## src/rtl/arc4_pkg.sv

```systemverilog
// Shared ARC4 definitions: KSA state encoding, memory/key sizing and key byte selection.
package arc4_pkg;

  localparam int unsigned MEM_DEPTH = 256;
  localparam int unsigned KEY_BYTES = 3;

  typedef enum logic [2:0] {
    StIdle,
    StRdI,
    StLdI,
    StRdJ,
    StLdJ,
    StWrI,
    StWrJ
  } ksa_state_t;

  // Byte 0 of the key is the most significant byte.
  function automatic logic [7:0] keybyte_sel(input logic [23:0] key, input logic [1:0] k);
    logic [7:0] b;
    case (k)
      2'd0:    b = key[23:16];
      2'd1:    b = key[15:8];
      2'd2:    b = key[7:0];
      default: b = 8'h00;
    endcase
    return b;
  endfunction

endpackage

```

## src/rtl/ksa.sv

```systemverilog
// ARC4 key-scheduling engine: permutes the S memory in place, one swap per 6-cycle iteration.
module ksa #(
  parameter int unsigned KEY_BYTES = 3,
  parameter int unsigned MEM_DEPTH = 256
) (
  input  logic                         clk,
  input  logic                         rst_n,
  input  logic                         en,
  output logic                         rdy,
  input  logic [8*KEY_BYTES-1:0]       key,
  output logic [$clog2(MEM_DEPTH)-1:0] addr,
  input  logic [7:0]                   rddata,
  output logic [7:0]                   wrdata,
  output logic                         wren
);

  import arc4_pkg::*;

  localparam int unsigned AW = $clog2(MEM_DEPTH);
  localparam logic [AW-1:0] ILast = AW'(MEM_DEPTH - 1);
  localparam logic [1:0]    KLast = 2'(KEY_BYTES - 1);

  ksa_state_t             state_q;
  logic [8*KEY_BYTES-1:0] key_q;
  logic [AW-1:0]          i_q, j_q;
  logic [1:0]             k_q;
  logic [7:0]             si_q;
  logic                   rdy_q, wren_q;
  logic [AW-1:0]          addr_q;
  logic [7:0]             wrdata_q;
  logic [AW-1:0]          j_d;

  // Running j: add S[i] (arriving on rddata in LD_I) and the current key byte, wrapping.
  always_comb begin
    j_d = j_q + AW'(rddata) + AW'(keybyte_sel(key_q, k_q));
  end

  // Control FSM and datapath; every output is loaded one state ahead so it is registered.
  // wrdata_q latched in LD_J doubles as the sj holding register for WR_I.
  always_ff @(posedge clk) begin
    if (!rst_n) begin
      state_q  <= StIdle;
      key_q    <= '0;
      i_q      <= '0;
      j_q      <= '0;
      k_q      <= '0;
      si_q     <= '0;
      rdy_q    <= 1'b1;
      wren_q   <= 1'b0;
      addr_q   <= '0;
      wrdata_q <= '0;
    end else begin
      unique case (state_q)
        StIdle: begin
          if (en) begin
            key_q   <= key;
            i_q     <= '0;
            j_q     <= '0;
            k_q     <= '0;
            addr_q  <= '0;
            rdy_q   <= 1'b0;
            state_q <= StRdI;
          end
        end
        StRdI: state_q <= StLdI;
        StLdI: begin
          si_q    <= rddata;
          j_q     <= j_d;
          addr_q  <= j_d;
          state_q <= StRdJ;
        end
        StRdJ: state_q <= StLdJ;
        StLdJ: begin
          addr_q   <= i_q;
          wrdata_q <= rddata;
          wren_q   <= 1'b1;
          state_q  <= StWrI;
        end
        StWrI: begin
          addr_q   <= j_q;
          wrdata_q <= si_q;
          state_q  <= StWrJ;
        end
        StWrJ: begin
          wren_q <= 1'b0;
          i_q    <= i_q + 1'b1;
          k_q    <= (k_q == KLast) ? 2'd0 : k_q + 2'd1;
          if (i_q == ILast) begin
            addr_q   <= '0;
            wrdata_q <= '0;
            rdy_q    <= 1'b1;
            state_q  <= StIdle;
          end else begin
            addr_q  <= i_q + 1'b1;
            state_q <= StRdI;
          end
        end
        default: state_q <= StIdle;
      endcase
    end
  end

  assign rdy    = rdy_q;
  assign wren   = wren_q;
  assign addr   = addr_q;
  assign wrdata = wrdata_q;

endmodule
```

## config.mk

```make
export PLATFORM = sky130hd
export DESIGN_NAME = ksa
export DESIGN_NICKNAME = d
export VERILOG_FILES = /design/src/rtl/arc4_pkg.sv /design/src/rtl/ksa.sv
export SDC_FILE = /design/constraint.sdc
export NUM_CORES = 1
export LEC_CHECK = 0
export CORE_UTILIZATION = 51
export CTS_BUF_LIST = sky130_fd_sc_hd__clkbuf_2
export DETAILED_ROUTE_END_ITERATION = 10
export HOLD_SLACK_MARGIN = 0.02
export PLACE_DENSITY = 0.84
export SLEW_MARGIN = 30
export SYNTH_ARGS = -nofsm -noshare
export SYNTH_HDL_FRONTEND = slang
export SYNTH_SLANG_ARGS = --single-unit
```

## constraint.sdc

```tcl
create_clock -name clk -period 6.11 [get_ports clk]
set_input_delay 0.9165 -clock clk [delete_from_list [all_inputs] [get_ports clk]]
set_output_delay 0.9165 -clock clk [all_outputs]
set_load 0.005 [all_outputs]
```

==> out/results.tsv <==
metric	value	unit
outcome	completed	
CTS tree	built	
die height	88.32	um
Die Area	7800	um2
number of library cell types mapped by synthesis	56	
setup bufs post-CTS	0	
H-tree Lvls	3	
GRT Total Usage	24.28	%
MaxCap Viol Count	0	
Die W	88.32	um
Sw Pwr	0.2862	mW
Comb power frac	20.7	%
vias post-DR	3240	
GPL Wtd Cong	0.9897	
vias in the first global route	2990	
Synth Flop Type	dfxtp_1	
largest net degree at the start of global routing	41	
Mean Syn Cell Area	8.796	um2
utilization after layout	61.05	%
unrepaired setup endpoints after global routing	false	
Worst Path Arrival	3.73	ns
Async SR Flop Fraction	0	%
first-pass GRT wire length	14280	um
most area-hungry cell type in the Yosys netlist	dfxtp_1	
Yosys warnings	0	
Final ANT Viol Nets	0	
Fillers	645	
largest cells by area after synthesis	dfxtp_1 (37%), nand2_1 (9.5%), a21boi_0 (7.9%), fa_1 (4.2%), mux2i_1 (3.4%)	
Critical Path Start	k_q[1]	
core box area	7214	um2
final WL	8741	um
syn nets	482	
HP Class	reg -> reg	
Layout area overhead	15.90	%
Worst Path Max Fanout	12	
clk_skew	0.02876	ns
# DRC	0	
clock sinks	71	
critical path type	reg -> reg	
layout cell share with drive strength beyond 1	6.765	%
sequential share of power	55.7	%
setup violators final	0	
ant diodes	0	
minimum clock period	3.331	ns
root buffer cell	clkbuf_2	
Rel. slew slack	49.30	%
fmax	300.2	MHz
Max Slew Vio Count	0	
final critical-path share of the clock period	54.52	%
register area share after synthesis	37.41	%
#FFs+latches synth	71	
Post-synth EDFFs	0	
CTS buffer count	9	
P_int	0.6374	mW
clock network fraction of design power	23.6	%
Post-Syn Instances	432	
hold_buf cts	0	
# resized after CTS	0	
worst IR drop on VDD	0.1172	mV
Final HPWL DP	6390	um
Initial Utilization	52.67	%
Worst Setup End Kind	flip-flop	
post-synth top area share	37.41	%
final hold violations	0	
leakage power	1.643	nW
Hold Crit Start	key_q[15]	
setup TNS	0	ns
Worst-Skew Late Latency	0.52	ns
power per cell area	209.7	nW/um2
reg2reg start	k_q[1]	
std cell rows	31	
DR WL/cell	15.28	um
Mapped Area	3800	um2
startpoint types	flip-flop	
routed vias/inst	5.664	
Slew @ Worst Pin	0.7594	ns
critical path required time	6.51	ns
clock transition at the registers of the reported paths	0.19	ns
Congestion Overflow GR	0	
nets	518	
IO Port Bufs	52	
drt pass-1 iters	6	
Ports	53	
Net Sw Frac	30.98	%
antenna violations before repair	0	
Clock Path Buffers	2	
Iter 0 DRT Violations	260	
R2R setup slack	2.78	ns
## synth_stat cells (7+ instances only)
cell type	count
fa_1	8
a21oi_1	10
clkbuf_1	10
xnor2_1	9
a22oi_1	13
ha_1	7
a21boi_0	40
mux2i_1	13
nand2_1	96
nor2b_1	13
a22o_1	8
o211a_1	8
nor2_1	15
dfxtp_1	71
buf_2	13
o21ai_0	15
## final cells by class
| type | count | area (um2) | area share [%] |
|---|---|---|---|
| Multi-Input combinational cell | 327 | 2205 | 50.06 |
| Clock inverter | 5 | 25.02 | 0.5682 |
| Timing Repair Buffer | 55 | 558.0 | 12.67 |
| Sequential cell | 71 | 1423 | 32.30 |
| Clock buffer | 11 | 55.05 | 1.250 |
| Tap cell | 99 | 123.9 | 2.813 |
| Inverter | 4 | 15.01 | 0.3409 |
## final timing paths
kind | end | depth (start not counted)
hold / removal | key_q[15] | 2
setup / recovery | addr[7] | 12
hold reg to reg | key_q[15] | 2
setup reg to reg | addr[7] | 12
## metrics by stage
step | hold WS [ns] | power, mW | setup WS [ns] | cells | area [um2]
after floorplan | 0.4344 | 0.6431 | 3.238 | 432 | 3800
after global routing | 0.5007 | 0.9794 | 2.555 | 572 | 4404
after CTS | 0.4773 | 0.9270 | 2.773 | 572 | 4404
final | 0.4734 | 0.9235 | 2.779 | 572 | 4404
after detailed placement | 0.4564 | 0.7142 | 2.664 | 556 | 4324
after global placement | 0.4439 | 0.7073 | 2.712 | 555 | 4295
## power by group through the flow
stage | logic, mW | clock network, mW | registers [mW]
floorplan | 0.132 | 0 | 0.512
global placement | 0.184 | 0 | 0.523
detailed placement | 0.190 | 0 | 0.524
CTS | 0.191 | 0.221 | 0.514
global route | 0.215 | 0.246 | 0.519
finish | 0.191 | 0.218 | 0.515
## layer usage
metal	track usage, %	vias up	routed length (um)
met1	30.95	1523	3904
met5	0	-	0
met2	39.58	109	4151
li1	-	1590	-
met3	5.037	18	470
met4	11.14	0	214
## cell families after synthesis
logic type	Yosys count	synth area share [%]
buf+inv	34	4.577
mux	17	4.610
simple gates	159	20.15
fa+ha+maj	15	6.519
flops	71	37.41
xor+xnor	11	2.536
compound gates	125	24.20
## state kept, by name, indices dropped and copies added, names as in the netlist
signal,cells
i_q,8
si_q,8
addr,8
rdy,1
wren,1
k_q,2
wrdata,8
key_q,24
state_q,3
j_q,8
## cell usage in the layout, fill, tap and decap left out, types with 10 or more instances in the layout
cell,synthesis,routed
nor2b_1,13,13
o21ai_0,15,15
mux2i_1,13,13
clkdlybuf4s50_1,0,51
nor2_1,15,15
nand2_1,96,96
a22oi_1,13,13
a21oi_1,10,10
clkbuf_2,0,11
a21boi_0,40,40
dfxtp_1,71,70
## critical path, stage by stage (launching register included)
cell,delay [ns]
dfxtp_1,0.75
nor2b_1,0.26
nand2_1,0.12
o21ai_0,0.18
fa_1,0.54
ha_1,0.19
inv_1,0.06
fa_1,0.40
nor2b_1,0.16
o31ai_1,0.10
a21oi_1,0.17
xnor2_1,0.16
o2bb2ai_1,0.10
Power figures use the tool's default switching activity.
